<file path="src/rtl/bcd_counter_seq.sv">
// bcd_counter_seq
//   Up/down counter with synchronous preload, followed by a sequential
//   shift-add-3 (double dabble) binary-to-BCD converter. The converter
//   handles one bit per clock, so the display path gets a registered BCD
//   value and a valid strobe without a wide combinational decoder.
//
// Ports
//   clk        in   1           clock, all state on rising edge
//   rst        in   1           asynchronous, active-high reset
//   en         in   1           count enable
//   up         in   1           1 = increment, 0 = decrement
//   ld         in   1           synchronous preload strobe (has priority over en)
//   v          in   WIDTH       preload value
//   count      out  WIDTH       registered binary count
//   bcd        out  4*DIGITS    last completed conversion, digit 0 = bcd[3:0]
//   bcd_valid  out  1           one-cycle pulse, bcd just updated
//   busy       out  1           conversion in progress
//
// Converter states
//   state | meaning
//   IDLE  | waiting for count to differ from the last converted value
//   SHIFT | running WIDTH adjust+shift steps on the captured snapshot

module bcd_counter_seq #(
    parameter int WIDTH  = 8,
    parameter int DIGITS = 3
) (
    input  logic                  clk,
    input  logic                  rst,
    input  logic                  en,
    input  logic                  up,
    input  logic                  ld,
    input  logic [WIDTH-1:0]      v,
    output logic [WIDTH-1:0]      count,
    output logic [4*DIGITS-1:0]   bcd,
    output logic                  bcd_valid,
    output logic                  busy
);

    localparam int BW = 4 * DIGITS;
    localparam int IW = $clog2(WIDTH + 1);
    localparam logic [IW-1:0] LAST_ITER = IW'(WIDTH - 1);

    // The digit count must be able to represent every counter value.
    function automatic bit digits_fit(input int w, input int d);
        longint unsigned cap;
        cap = 64'd1;
        for (int i = 0; i < d; i++) begin
            cap = cap * 64'd10;
        end
        return (cap >= (64'd1 << w));
    endfunction

    if (!digits_fit(WIDTH, DIGITS)) begin : g_digits_check
        $error("bcd_counter_seq: 10**DIGITS must be >= 2**WIDTH");
    end

    typedef enum logic {
        IDLE  = 1'b0,
        SHIFT = 1'b1
    } state_t;

    state_t            state_q, state_d;
    logic [WIDTH-1:0]  count_q, count_d;
    logic [WIDTH-1:0]  last_q, last_d;
    logic [WIDTH-1:0]  snap_q, snap_d;
    logic [BW-1:0]     scratch_q, scratch_d;
    logic [IW-1:0]     iter_q, iter_d;
    logic [BW-1:0]     bcd_q, bcd_d;
    logic              bcd_valid_q, bcd_valid_d;
    logic              busy_q, busy_d;

    logic [BW-1:0]     adjusted;
    logic [BW-1:0]     shifted;

    // Each nibble is corrected independently; a corrected nibble never
    // exceeds 4'hC, so no carry crosses into the next digit before the shift.
    always_comb begin
        adjusted = scratch_q;
        for (int k = 0; k < DIGITS; k++) begin
            if (scratch_q[4*k +: 4] >= 4'd5) begin
                adjusted[4*k +: 4] = scratch_q[4*k +: 4] + 4'd3;
            end
        end
        shifted = {adjusted[BW-2:0], snap_q[WIDTH-1]};
    end

    always_comb begin
        count_d     = count_q;
        state_d     = state_q;
        last_d      = last_q;
        snap_d      = snap_q;
        scratch_d   = scratch_q;
        iter_d      = iter_q;
        bcd_d       = bcd_q;
        bcd_valid_d = 1'b0;
        busy_d      = busy_q;

        if (ld) begin
            count_d = v;
        end else if (en) begin
            count_d = up ? count_q + 1'b1 : count_q - 1'b1;
        end

        case (state_q)
            IDLE: begin
                // last_q remembers what was converted, so a settled count
                // that moved during a conversion is picked up here.
                if (count_q != last_q) begin
                    snap_d    = count_q;
                    last_d    = count_q;
                    scratch_d = '0;
                    iter_d    = '0;
                    busy_d    = 1'b1;
                    state_d   = SHIFT;
                end
            end
            SHIFT: begin
                scratch_d = shifted;
                snap_d    = snap_q << 1;
                iter_d    = iter_q + 1'b1;
                if (iter_q == LAST_ITER) begin
                    bcd_d       = shifted;
                    bcd_valid_d = 1'b1;
                    busy_d      = 1'b0;
                    state_d     = IDLE;
                end
            end
            default: begin
                state_d = IDLE;
            end
        endcase
    end

    always_ff @(posedge clk or posedge rst) begin
        if (rst) begin
            state_q     <= IDLE;
            count_q     <= '0;
            last_q      <= '0;
            snap_q      <= '0;
            scratch_q   <= '0;
            iter_q      <= '0;
            bcd_q       <= '0;
            bcd_valid_q <= 1'b0;
            busy_q      <= 1'b0;
        end else begin
            state_q     <= state_d;
            count_q     <= count_d;
            last_q      <= last_d;
            snap_q      <= snap_d;
            scratch_q   <= scratch_d;
            iter_q      <= iter_d;
            bcd_q       <= bcd_d;
            bcd_valid_q <= bcd_valid_d;
            busy_q      <= busy_d;
        end
    end

    assign count     = count_q;
    assign bcd       = bcd_q;
    assign bcd_valid = bcd_valid_q;
    assign busy      = busy_q;

endmodule

</file>
<file path="config.mk">
export PLATFORM = sky130hd
export DESIGN_NAME = bcd_counter_seq
export DESIGN_NICKNAME = d
export VERILOG_FILES = /design/src/rtl/bcd_counter_seq.sv
export SDC_FILE = /design/constraint.sdc
export NUM_CORES = 1
export LEC_CHECK = 0
export CORE_AREA = 8 8 99 101
export CTS_CLUSTER_SIZE = 24
export DETAILED_ROUTE_END_ITERATION = 8
export DIE_AREA = 0 0 107 109
export GPL_ROUTABILITY_DRIVEN = 0
export PLACE_DENSITY_LB_ADDON = 0.25
export SYNTH_ARGS = -nofsm -noshare
export SYNTH_HDL_FRONTEND = slang
export SYNTH_SLANG_ARGS = --single-unit
export TNS_END_PERCENT = 30
</file>
<file path="constraint.sdc">
create_clock -name clk -period 2 [get_ports clk]
set_input_delay 0.3 -clock clk [delete_from_list [all_inputs] [get_ports clk]]
set_output_delay 0.3 -clock clk [all_outputs]
set_load 0.1 [all_outputs]
</file>
* Word level (Yosys, flattened, before mapping)
Index checks and enable logic that the tools add are counted.
** Word-level totals
- Output and inout bits :: 22
- Word-level logic and storage cells :: 47
- Input port bits :: 13
- Register bits after elaboration :: 55
** Operators by class
- Eq/ne operators :: 4
- Reductions and logical operators :: 4
- Bitwise gates (word level) :: 1
- Mux-type cells :: 20
- Magnitude comparators :: 3
- $add $sub $neg :: 6
** Operators with widths (number)
- $mux W8 :: 4
- $pmux W12 S2 :: 1
- $pmux W8 S2 :: 1
- $ge A4 B3 Y1 const B :: 3
- $mux W12 :: 1
- $mux W4 :: 3
- $add A4 B2 Y4 const B :: 2
- $add A8 B1 Y8 const B :: 1
- $ne A8 B8 Y1 :: 1
- $pmux W4 S2 :: 1
- $sub A8 B1 Y8 const B :: 1
- $mux W1 :: 6
- $reduce_and A2 Y1 :: 3
- $add A4 B1 Y4 const B :: 1
- $eq A4 B3 Y1 const B :: 1
- $pmux W1 S2 :: 2
- $add A3 B2 Y3 const B :: 1
- $mux W3 :: 1
- $ne A2 B1 Y1 const B :: 1
- $ne A2 B2 Y1 const B :: 1
- $reduce_bool A2 Y1 :: 1
- $not A1 Y1 :: 1

* Logic depth before layout (Yosys ltp)
Gate-level depths: netlist (run 1).
- Word-level depth :: 4
- Depth in mapped cells :: 8

* Worst setup path before layout (run 1)
OpenSTA, ideal clock, no wires.
- Path type :: reg2reg
- Start point :: register count_q[2] (netlist: count[2])
- End point :: register count_q[7] (netlist: count[7])
- Period minus slack after synthesis :: 2.561 ns
- Path buffers :: 0
- Setup slack :: -0.561 ns
- Arrival :: 2.465 ns
- Stages on the path, launching flop included :: 7
- Path through :: dfrtp_1 -> ha_1 -> a211oi_2 -> or3_4 -> and4_4 -> o31a_1 -> o31ai_1
** Between the ends
- Longest elaborated chain between the ends :: 4
** Ends and longest elaborated chain
- from (decl) :: RTL line 64 : logic [WIDTH-1:0] count_q, count_d;
- from (signal assigned) :: RTL line 148 : count_q <= count_d;
- $sub A8 B1 Y8 or $add A8 B1 Y8 (tied branches) :: RTL line 102 : count_d = up ? count_q + 1'b1 : count_q - 1'b1;
- $mux W8 * :: RTL line 102
- $mux W8 * :: RTL line 101 : end else if (en) begin
- $mux W8 * :: RTL line 99 : if (ld) begin
Every way passes the cells marked *; elsewhere a longest branch is shown, timed or not. The select of a mux whose other input is x is not followed.
A chain may end at the register's enable or synchronous reset.

* Final worst setup path (run 1)
Same ends and word-level chain as after synthesis.

==> results of run 1 <==
==> worst max-delay path, cell delays in order (launching register included) <==
cell,delay [ns]
sky130_fd_sc_hd__dfrtp_2,0.49
sky130_fd_sc_hd__ha_4,0.31
sky130_fd_sc_hd__o21ai_2,0.07
sky130_fd_sc_hd__or3_4,0.37
sky130_fd_sc_hd__and4_4,0.15
sky130_fd_sc_hd__o31a_1,0.23
sky130_fd_sc_hd__o31ai_1,0.20
==> registers in the layout, indices dropped and copies added (netlist names) <==
register and cells:
busy 1, state_q 1, scratch_q 12, snap_q 8, count 8, bcd_valid 1, last_q 8, bcd 12
iter_q 4
==> stage by stage <==
stage	setup WS [ns]	power, W	instances
6_report	0.0920	0.00555	435
5_1_grt	-0.0304	0.00596	435
2_1_floorplan	-0.0978	0.00430	273
4_1_cts	0.0395	0.00561	434
3_5_place_dp	-0.540	0.00499	424
3_3_place_gp	-0.508	0.00493	424
==> placed cells by master (no fill, tap or decap), types with 3 or more instances in the layout <==
master                            instances
sky130_fd_sc_hd__clkdlybuf4s50_1         11
sky130_fd_sc_hd__nor3_1                   4
sky130_fd_sc_hd__dfrtp_1                 47
sky130_fd_sc_hd__ha_1                     8
sky130_fd_sc_hd__a222oi_1                 7
sky130_fd_sc_hd__a21oi_1                  9
sky130_fd_sc_hd__inv_1                   16
sky130_fd_sc_hd__nor2b_1                  3
sky130_fd_sc_hd__nor2_1                   5
sky130_fd_sc_hd__nand2_1                 38
sky130_fd_sc_hd__xnor2_1                 13
sky130_fd_sc_hd__mux2i_1                  3
sky130_fd_sc_hd__dfrtp_2                  8
sky130_fd_sc_hd__nand3_1                  3
sky130_fd_sc_hd__a21o_1                   5
sky130_fd_sc_hd__buf_4                   44
sky130_fd_sc_hd__mux2_2                  12
sky130_fd_sc_hd__o21ai_0                 23
sky130_fd_sc_hd__nand2b_1                 5
sky130_fd_sc_hd__nand4_1                  3
sky130_fd_sc_hd__clkbuf_8                 5
sky130_fd_sc_hd__a211oi_2                 3
sky130_fd_sc_hd__ha_4                     5
sky130_fd_sc_hd__a22o_1                  10
==> logic make-up (layout without fill, tap and decap cells) <==
| group | Yosys count | count (layout) | synth area share |
|---|---|---|---|
| DFF | 55 | 55 | 0.488 |
| adders and majority gates | 14 | 14 | 0.0647 |
| buffers and inverters | 31 | 85 | 0.0443 |
| xor gates and xnor gates | 14 | 14 | 0.0434 |
| muxes | 15 | 15 | 0.0585 |
| AOI/OAI and AO/OA | 68 | 68 | 0.164 |
| and+or+nand+nor | 76 | 76 | 0.137 |
==> routing by layer <==
layer | track usage | up-vias
met5 | 0 | -
met4 | 0.0241 | 0
met3 | 0.0272 | 5
met2 | 0.186 | 39
met1 | 0.134 | 1025
li1 | - | 1066
==> cells in the mapped netlist, types with 2 or more instances <==
library cell	count	area, sq um
sky130_fd_sc_hd__a21o_1	5	37.5
sky130_fd_sc_hd__or3_1	2	12.5
sky130_fd_sc_hd__a211oi_1	3	22.5
sky130_fd_sc_hd__nor2_1	5	18.8
sky130_fd_sc_hd__clkbuf_1	7	26.3
sky130_fd_sc_hd__o21ai_0	23	115
sky130_fd_sc_hd__dfrtp_1	55	1380
sky130_fd_sc_hd__mux2i_1	3	30.0
sky130_fd_sc_hd__nor4b_1	2	17.5
sky130_fd_sc_hd__nand4_1	3	18.8
sky130_fd_sc_hd__a21oi_1	10	50.1
sky130_fd_sc_hd__nand2_1	38	143
sky130_fd_sc_hd__nor3_1	5	25.0
sky130_fd_sc_hd__nand3_1	3	15.0
sky130_fd_sc_hd__a22o_1	10	87.6
sky130_fd_sc_hd__inv_1	18	67.6
sky130_fd_sc_hd__mux2_2	12	135
sky130_fd_sc_hd__ha_1	13	163
sky130_fd_sc_hd__o22ai_1	2	12.5
sky130_fd_sc_hd__o21bai_1	2	15.0
sky130_fd_sc_hd__xnor2_1	13	114
sky130_fd_sc_hd__nor2b_1	3	18.8
sky130_fd_sc_hd__and4b_1	2	20.0
sky130_fd_sc_hd__nand2b_1	5	31.3
sky130_fd_sc_hd__a222oi_1	7	70.1
sky130_fd_sc_hd__nor3b_1	2	15.0
sky130_fd_sc_hd__buf_2	4	20.0
==> final cells by class <==
cell class,instances,area [sq um],area share
multi-input cells,187,1410,0.394
flip-flops and latches,55,1390,0.388
repair buffers,58,485,0.136
well taps,108,135,0.0378
inverters,19,75.1,0.0210
clock buffers,6,72.6,0.0203
clock inverters,2,12.5,0.00350
==> power by group <==
group | switching, W | total [W] | internal [W]
combinational | 0.00194 | 0.00303 | 0.00110
sequential | 0.000352 | 0.00191 | 0.00156
clock | 0.000357 | 0.000603 | 0.000246
total | 0.00265 | 0.00555 | 0.00290
==> worst max-delay path by stage <==
stage	start	endpoint	cells after the start
after floorplan	count[1]	count[6]	6
final	count[2]	count[7]	6
after CTS	count[1]	count[6]	6
after global routing	count[1]	count[6]	6
after global placement	up	count[6]	8
after detailed placement	up	count[5]	8
==> repair_timing <==
action                                  4_1_cts  5_1_grt
setup buffers                                 2        1
endpoints found under the setup margin        5        9
pin swaps                                     2        3
gates cloned                                  0        0
endpoints found under the hold margin         0        0
resized for setup                             2        4
==> run summary, run 1 <==
The detailed-route vias per instance came out at 4.91. The die extent in y is approximately 110 microns. Synthesis handed over a netlist of 273 instances.

The number of buffers inserted by port buffering is 34. The total global routing overflow came out at 0. The via count of the routed design is 2135.

The post-layout instance area is between 3000 and 4000 sq um. The data required time of the critical path came out at between 2 and 2.5 ns. The mapped cell area is around 2800 sq um.

The number of buffers inserted during clock tree synthesis is 5. Clock-pin slew was measured on the worst setup and hold paths at 0.09 ns. The pin count of the biggest net entering global routing came out at 30. In this run, synthesis produced a sequential element count of 55. The site row count is 34.

The highest net fanout along the worst path is 6. The startpoint identified for the worst register-to-register timing path is count[2]. Setup repair after global routing could not meet its margin everywhere. Of the synthesized area, sequential elements account for 0.488. The area after detailed placement came out at roughly 3400 sq um. The arrival time reported for the critical path endpoint came out at ~2.1 ns.

The analysis attributes to cell leakage a power of about 1.7 nW. The sum of routed wire segments on met1 came out at roughly 2.8 mm. STA classifies the critical path startpoint as a register.

The final setup TNS is 0 ns. The min-delay analysis places its worst path in the category input pin to async pin. The number of antenna cells inserted came out at 0.

The register-to-register path setup slack came out at between 0.09 and 0.1 ns. The endpoint identified for the worst register-to-register timing path is count[7]. Of all flip-flops after synthesis, the portion carrying an async set or reset was 1.00. The count of pins over their slew limit came to 0. The worst path in the final design needs a cycle of ~1.9 ns, including I/O delays and setup. The max-cap violation count is 0. The maximum achievable frequency came out at ~520 MHz. TritonCTS built the clock tree. The number of top-level design ports came out at 35. The die outline area came out at roughly 12000 sq um. The insertion delay of the later-clocked pin in the worst-skew pair is slightly above 0.3 ns. The net total in the final layout came out at between 300 and 400. At the pin with the least slew margin, the transition time is between 0.5 and 0.6 ns. In the detailed route, the total length drawn on met3 is roughly 280 microns.

The fraction of final layout cells with drive strength greater than 1 is 0.281. STA classifies the critical path endpoint as a register. The net count of the mapped netlist came out at 300. After detailed routing, the number of remaining DRC violations is 0. The number of endpoints failing setup at the final stage is 0. The total routed wirelength is around 6.0 mm. The flow ran to the end, and the final reports show no timing, DRC or antenna violations. The H-tree was split into 2 levels. For this block, the initial DRC count from the detailed router was about 140. The number of global-route vias before repair came to 2247. The post-synthesis cell type count came out at 43. The initial utilization of the core area, before any placement, comes to 0.337. The number of synthesized flops with an enable pin is 0.

The worst-case reg-to-reg path depth came out at 6. The worst clock skew is around 0.011 ns. The cell sitting at the root of the clock tree is a sky130_fd_sc_hd__clkbuf_8.

Wire segments on met2 add up to approximately 2.8 mm in the final route. The maximum count of clock buffers along a single path is 2. The average wire length per cell after detail routing came out at 13.7 microns. The overall global routing resource usage is 0.108. The critical path is of the register to register type. The hold slack is ~0.36 ns. The number of nets still failing antenna checks after routing is 0.

After legalization and detailed placement, the total HPWL measured 4.33 mm. Hold repair after CTS inserted 0 buffers. The layout overhead on the synthesized area came out at 26.6%. The post-route core utilization is 0.426. In the finished design, the share of the clock period the worst path needs comes to 0.954. The worst IR drop on VDD is around 0.00052 V. The wire length of the first global-routing pass is roughly 10 mm. The highest metal layer with signal wires is met4.

The warning count from the yosys run came out at 0. The floorplan step set the die width to around 110 microns. The core area is about 8400 sq um.

The average instance area after synthesis is about 10 sq um. The number of iterations in the first detailed-routing pass came out at 6. The fill cell total of the finished layout is 813. The number of hold violations in the final report came out at 0. The tightest slew margin relative to the limit came out at 0.634. The number of antenna violations at the first check in global routing was 0. The count of clock tree sinks is 55. The most used flip-flop cell after synthesis is sky130_fd_sc_hd__dfrtp_1. The power density over the cells came out at approximately 1600 nW/um^2.
Note: power is estimated with default switching activity, not from simulation.
==> run 2, diff against run 1 <==
Settings changed: SETUP_SLACK_MARGIN from default to 0.2.
==> run summary, run 2 (synthesis results as in run 1) <==
The cell-internal power came to 0.00295 W (+1.8%). The worst clock skew is 0.0157 ns (+0.00448 ns). The max-cap violation count is 0 (unchanged). The critical path in this run is classified as register to register. The via count of the routed design came to 2204 (+3.2%).

The core area is 8380 sq um (unchanged). The final worst setup slack is 0.114 ns (+0.0219 ns). The count of pins over their slew limit came out at 0 (unchanged). The detailed-route vias per instance came to 4.98 (+1.4%). The worst slack at placement came out at -0.530 ns (+0.0102 ns). The effective utilization at floorplan is 0.337 (unchanged). The switching share of total power is 0.478 (+0.000754).

The number of iterations in the first detailed-routing pass was 5 (-1). The static power due to leakage came to 1.71 nW (+3.0%). The critical path's largest stage delay was 0.49 ns (about the same).

The maximum achievable frequency came out at 530 MHz (+1.2%). The proportion of power drawn by flip-flops and latches came to 0.339 (-0.006). The most common library cell in the layout ignoring fill and taps is sky130_fd_sc_hd__buf_4. The measured slew at the worst slew-check pin is 0.401 ns (-0.147 ns). The average wire length per cell after detail routing came out at 14.4 microns (+5.2%). The insertion delay of the later-clocked pin in the worst-skew pair came to 0.31 ns (about the same).

The total routed wirelength came out at 6.37 mm (+7.1%). The cell class contributing the biggest share of worst-path delay is compound AO/OA/AOI/OAI gates. The number of DRC violations after detailed-routing iteration 0 was 89 (-35%).

The site row count was 34 (unchanged). The post-route core utilization is 0.435 (+0.00866). The fraction of final layout cells with drive strength greater than 1 was 0.307 (+0.0261). The TritonCTS clock tree is built. The final cycle utilization of the critical path came out at 0.943 (-0.0109). The combinational cell fraction of total power is 0.551 (+0.005). The clock-pin slew of the registers on the worst-case setup and hold paths is 0.10 ns (about the same).

The critical path goes through fa_2 > a211oi_2 > o21bai_1 > a21oi_1 > nor4b_1 > or3_1. The worst IR drop on VDD came to 0.000472 V (-8.8%). The layout overhead on the synthesized area came out at 29.2%. The hold slack came out at 0.296 ns (-0.0672 ns).

The HPWL after detailed placement is 4.70 mm (+8.4%). The run finished with clean final reports. The die extent in y came out at 109 microns (unchanged). The number of buffers inserted by port buffering came out at 34 (unchanged). The number of global-route vias before repair came to 2293 (+2.0%). The total global routing overflow was 0 (unchanged). The pin count of the biggest net entering global routing came out at 24 (-20%).

The data required time of the critical path was 2.18 ns (-0.03 ns). The power density over the cells came out at 1550 nW/um^2 (-0.13%). The number of antenna violations at the first check in global routing is 0 (unchanged). The number of antenna cells inserted is 0 (unchanged). The final critical delay including setup and external delays is 1.89 ns (-0.0219 ns). The number of endpoints failing setup at the final stage is 0 (unchanged).

The net switching component of the power was 0.00270 W (+2.1%). STA classifies the critical path endpoint as a register. The maximum count of clock buffers along a single path is 2 (unchanged). The width of the die came to 107 microns (unchanged). The number of top-level design ports is 35 (unchanged). The slowest cell on the critical path is sky130_fd_sc_hd__dfrtp_2. The number of hold violations in the final report came out at 0 (unchanged). Setup repair after global routing could not meet its margin everywhere. Leaving out fill and tap cells, the most frequent cells in the layout are 53 x sky130_fd_sc_hd__buf_4, 47 x sky130_fd_sc_hd__dfrtp_1, 38 x sky130_fd_sc_hd__nand2_1.

The count of placed standard cells in the final layout, fillers left out is 443 (+1.8%). The overall global routing resource usage came out at 0.115 (+0.00751). The number of buffers inserted during clock tree synthesis is 5 (unchanged). In this run the worst hold path is classified as input pin to async pin. The die outline area is 11700 sq um (unchanged). The number of levels the H-tree was split into came out at 2 (unchanged). The number of nets still failing antenna checks after routing is 0 (unchanged). The clock tree root buffer cell is sky130_fd_sc_hd__clkbuf_8.

The wire length of the first global-routing pass was 11.0 mm (+5.9%). The total power after layout came to 0.00566 W (+1.9%). The tightest slew margin relative to the limit is 0.732 (+0.0982). The depth of the critical timing path with buffers and inverters included is 6 (unchanged).

STA classifies the critical path startpoint as a register. The arrival time reported for the critical path endpoint came out at 2.07 ns (-0.05 ns). The count of clock tree sinks came to 55 (unchanged).

The remaining routing DRC violations was 0 (unchanged). The count of buffer and inverter cells on the critical path came out at 0 (unchanged). The fraction of power consumed by the clock network came out at 0.110 (about the same).

The highest net fanout along the worst path came to 5 (-1). The net total in the final layout is 361 (+2.3%). The worst-case reg-to-reg path depth is 6 (unchanged).

The total instance count after detailed placement is 426 (+0.47%).
## run 2: final timing paths
kind / start / end / slack (ns)
max in group asynchronous: rst / scratch_q[7] / 1.10
setup reg to reg: count[1] / count[6] / 0.11
hold reg to reg: bcd[9] / bcd[9] / 0.49
hold / removal: rst / last_q[5] / 0.30
min in group clk: bcd[9] / bcd[9] / 0.49
setup / recovery: count[1] / count[6] / 0.11
## run 2: layout make-up
| class | instances | area (sq um) |
|---|---|---|
| fill | 796 | 4730 |
| inverter | 19 | 75.1 |
| clock inverter | 3 | 18.8 |
| clock buffer | 5 | 68.8 |
| sequential | 55 | 1390 |
| timing repair buffer | 66 | 533 |
| multi-input combinational | 187 | 1430 |
| tap | 108 | 135 |
## run 2: power by group through the flow
stage	clock network [W]	registers (W)	logic, W
global route	0.000693	0.00199	0.00339
global placement	0	0.00193	0.00301
floorplan	0	0.00289	0.00143
detailed placement	0	0.00196	0.00306
CTS	0.000642	0.00193	0.00310
finish	0.000621	0.00192	0.00312
## run 2: what timing repair did
item                                    CTS  global route
hold buffers                              0             0
endpoints found under the setup margin   22            21
resized for setup                         6             5
pin swaps                                 8             4
buffers inserted                          3             6
## run 2: per-layer routing
| layer | GRT usage | share of wire |
|---|---|---|
| met1 | 0.139 | 0.46 |
| met2 | 0.202 | 0.49 |
| met3 | 0.0266 | 0.042 |
| met4 | 0.0342 | 0.0083 |
| met5 | 0 | 0 |
## run 2: worst register-to-register path, cell delays in order (launching register included)
cell and delay [ns]:
sky130_fd_sc_hd__dfrtp_2 0.49, sky130_fd_sc_hd__fa_2 0.37, sky130_fd_sc_hd__a211oi_2 0.22, sky130_fd_sc_hd__o21bai_1 0.10, sky130_fd_sc_hd__a21oi_1 0.18, sky130_fd_sc_hd__nor4b_1 0.07
sky130_fd_sc_hd__or3_1 0.34
## run 2: metrics by stage
step | instance area, sq um | TNS [ns]
2_1_floorplan | 2940 | -0.189
3_3_place_gp | 3460 | -2.27
3_5_place_dp | 3460 | -2.52
4_1_cts | 3600 | 0
5_1_grt | 3650 | 0
6_report | 3650 | 0
==> run 3, diff against run 2 <==
Settings changed: CTS_BUF_LIST from default to sky130_fd_sc_hd__clkbuf_4, RECOVER_POWER from default to 25.
==> run summary, run 3 (synthesis results as in run 1) <==
The number of antenna violations at the first check in global routing was 0 (unchanged). The slowest cell on the critical path is sky130_fd_sc_hd__dfrtp_2. The number of levels the H-tree was split into came out at 2 (unchanged). The number of nets still failing antenna checks after routing is 0 (unchanged).

The count of clock tree sinks came to 55 (unchanged). The via count of the routed design came to 2226 (+1.0%). The worst slack at placement came out at -0.530 ns (unchanged). TritonCTS built the clock tree.

The worst setup path is launched from a register. The cell-internal power came out at 0.00286 W (-3.3%). The die outline area came out at 11700 sq um (unchanged). The critical path's largest stage delay is 0.50 ns (about the same). The worst hold path belongs to the class input pin to async pin. The tightest slew margin relative to the limit is 0.516 (-0.216). The number of hold violations in the final report is 0 (unchanged). The clock-pin slew of the registers on the worst-case setup and hold paths is 0.17 ns (+0.07 ns).

The proportion of power drawn by flip-flops and latches is 0.343 (+0.004). The worst IR drop on VDD came out at 0.000455 V (-3.6%). The number of global-route vias before repair is 2295 (+0.087%).

The net switching component of the power came out at 0.00271 W (+0.43%). The measured slew at the worst slew-check pin was 0.725 ns (+0.324 ns). Tracing the worst setup path back leads to its startpoint at count[1].

The number of endpoints failing setup at the final stage is 0 (unchanged). The power density over the cells came out at 1520 nW/um^2 (-1.8%). The top cell types in the final layout, fill and taps aside, are 50 x sky130_fd_sc_hd__buf_4, 47 x sky130_fd_sc_hd__dfrtp_1, 38 x sky130_fd_sc_hd__nand2_1.

The average wire length per cell after detail routing was 14.5 microns (+1.0%). The number of top-level design ports is 35 (unchanged). The number of buffers inserted during clock tree synthesis is 5 (unchanged). The number of buffers added to fix hold violations after cts is 0 (unchanged). The clock tree root buffer cell is sky130_fd_sc_hd__clkbuf_4. The run finished with clean final reports.

The die extent in y came out at 109 microns (unchanged). The final worst setup slack is 0.100 ns (-0.0137 ns). The count of buffer and inverter cells on the critical path was 0 (unchanged).

The width of the die is 107 microns (unchanged). The net total in the final layout is 364 (+0.83%). The arrival time reported for the critical path endpoint came out at 2.16 ns (+0.09 ns). The HPWL after detailed placement is 4.70 mm (unchanged).

The final critical delay including setup and external delays is 1.90 ns (+0.0137 ns). The highest net fanout along the worst path is 5 (unchanged). The site row count is 34 (unchanged). The insertion delay of the later-clocked pin in the worst-skew pair came out at 0.39 ns (+0.08 ns). The overall global routing resource usage came out at 0.118 (+0.00214). STA classifies the critical path endpoint as a register. The core area came out at 8380 sq um (unchanged).

The static power due to leakage is 1.73 nW (+0.94%). The count of pins over their slew limit is 0 (unchanged). The number of DRC violations after detailed-routing iteration 0 came out at 80 (-10%).

Setup repair after global routing could not meet its margin everywhere. The total routed wirelength came out at 6.48 mm (+1.7%). The fraction of final layout cells with drive strength greater than 1 is 0.299 (-0.00865). The launch point of the worst reg-to-reg path is count[1]. The combinational cell fraction of total power is 0.566 (+0.015). The number of antenna cells inserted came out at 0 (unchanged).

The cell class contributing the biggest share of worst-path delay is flip-flops. The signal on the critical path passes through fa_2 > a211oi_2 > o21bai_1 > a21oi_1 > nor4b_1 > or3_1. The number of iterations in the first detailed-routing pass came to 7 (+2). The effective utilization at floorplan came out at 0.337 (unchanged). The total global routing overflow came out at 0 (unchanged). The wire length of the first global-routing pass is 11.1 mm (+1.3%). The maximum achievable frequency came out at 526 MHz (-0.72%). The pin count of the biggest net entering global routing is 24 (unchanged). The switching share of total power is 0.487 (+0.00949). The hold slack is 0.451 ns (+0.155 ns). Relative to the synthesized area, the layout overhead comes to 29.5%.

The critical path in this run is classified as register to register. The max-cap violation count is 0 (unchanged). The data required time of the critical path came out at 2.26 ns (+0.08 ns). The library cell used most frequently in the layout, excluding fill and tap cells, is sky130_fd_sc_hd__buf_4. The detailed-route vias per instance is 4.99 (+0.32%). The fraction of power consumed by the clock network came out at 0.091 (-0.019). The worst clock skew is 0.0255 ns (+0.00979 ns). The final cycle utilization of the critical path is 0.950 (+0.00683). The number of buffers inserted by port buffering is 34 (unchanged).

The remaining routing DRC violations is 0 (unchanged). The maximum count of clock buffers along a single path came out at 2 (unchanged).
==> run 3: cell types whose count changed in the layout (fill, tap and decap cells not counted), sizes merged <==
cell	before	now
buf	55	54
o21a	1	2
dlygate4sd3	0	1
dlygate4sd2	0	1
clkbuf	5	7
clkdlybuf4s50	11	10
==> run 3: area by class of cell <==
type,instances,area [sq um]
Fill cell,783,4730
Tap cell,108,135
Clock buffer,5,37.5
Multi-Input combinational cell,188,1450
Clock inverter,3,18.8
Timing Repair Buffer,68,556
Inverter,19,75.1
Sequential cell,55,1390
==> run 3: path summary, 6_finish.rpt <==
| kind | end | slack, ns | depth (start not counted) |
|---|---|---|---|
| worst min register to register | bcd[9] | 0.50 | 2 |
| min in group clk | count[1] | 0.45 | 3 |
| max in group asynchronous | snap_q[7] | 0.59 | 3 |
| worst max-delay path | count[6] | 0.10 | 6 |
| worst min-delay path | last_q[5] | 0.45 | 2 |
| worst max register to register | count[6] | 0.10 | 6 |
==> run 3: repair_timing <==
item	in CTS	in global routing
endpoints found under the setup margin	22	35
cloned	0	1
resized for setup	4	7
setup buffers	7	4
pin swaps	4	4
==> run 3: metrics by stage <==
stage,std cells,power (W),utilization,setup TNS (ns),area [sq um]
6_report,446,0.00557,0.436,0,3650
5_1_grt,446,0.00598,0.436,0,3650
4_1_cts,441,0.00557,0.429,0,3590
3_5_place_dp,426,0.00502,0.413,-2.52,3460
3_3_place_gp,426,0.00494,0.413,-2.27,3460
2_1_floorplan,273,0.00432,-,-0.189,2940
==> run 3: routing by layer <==
metal,track usage,share of wire,vias up,wire length (microns)
met5,0,0,-,0
met4,0.0362,0.013,0,81
met3,0.0248,0.044,7,284
met2,0.206,0.47,41,3080
met1,0.142,0.47,1080,3040
li1,-,-,1098,-
==> run 3: power groups by stage <==
stage / sequential (W) / clock [W] / combinational [W]
5_1_grt: 0.00198 / 0.000574 / 0.00343
4_1_cts: 0.00191 / 0.000522 / 0.00314
6_report: 0.00191 / 0.000506 / 0.00315
3_3_place_gp: 0.00193 / 0 / 0.00301
2_1_floorplan: 0.00289 / 0 / 0.00143
3_5_place_dp: 0.00196 / 0 / 0.00306
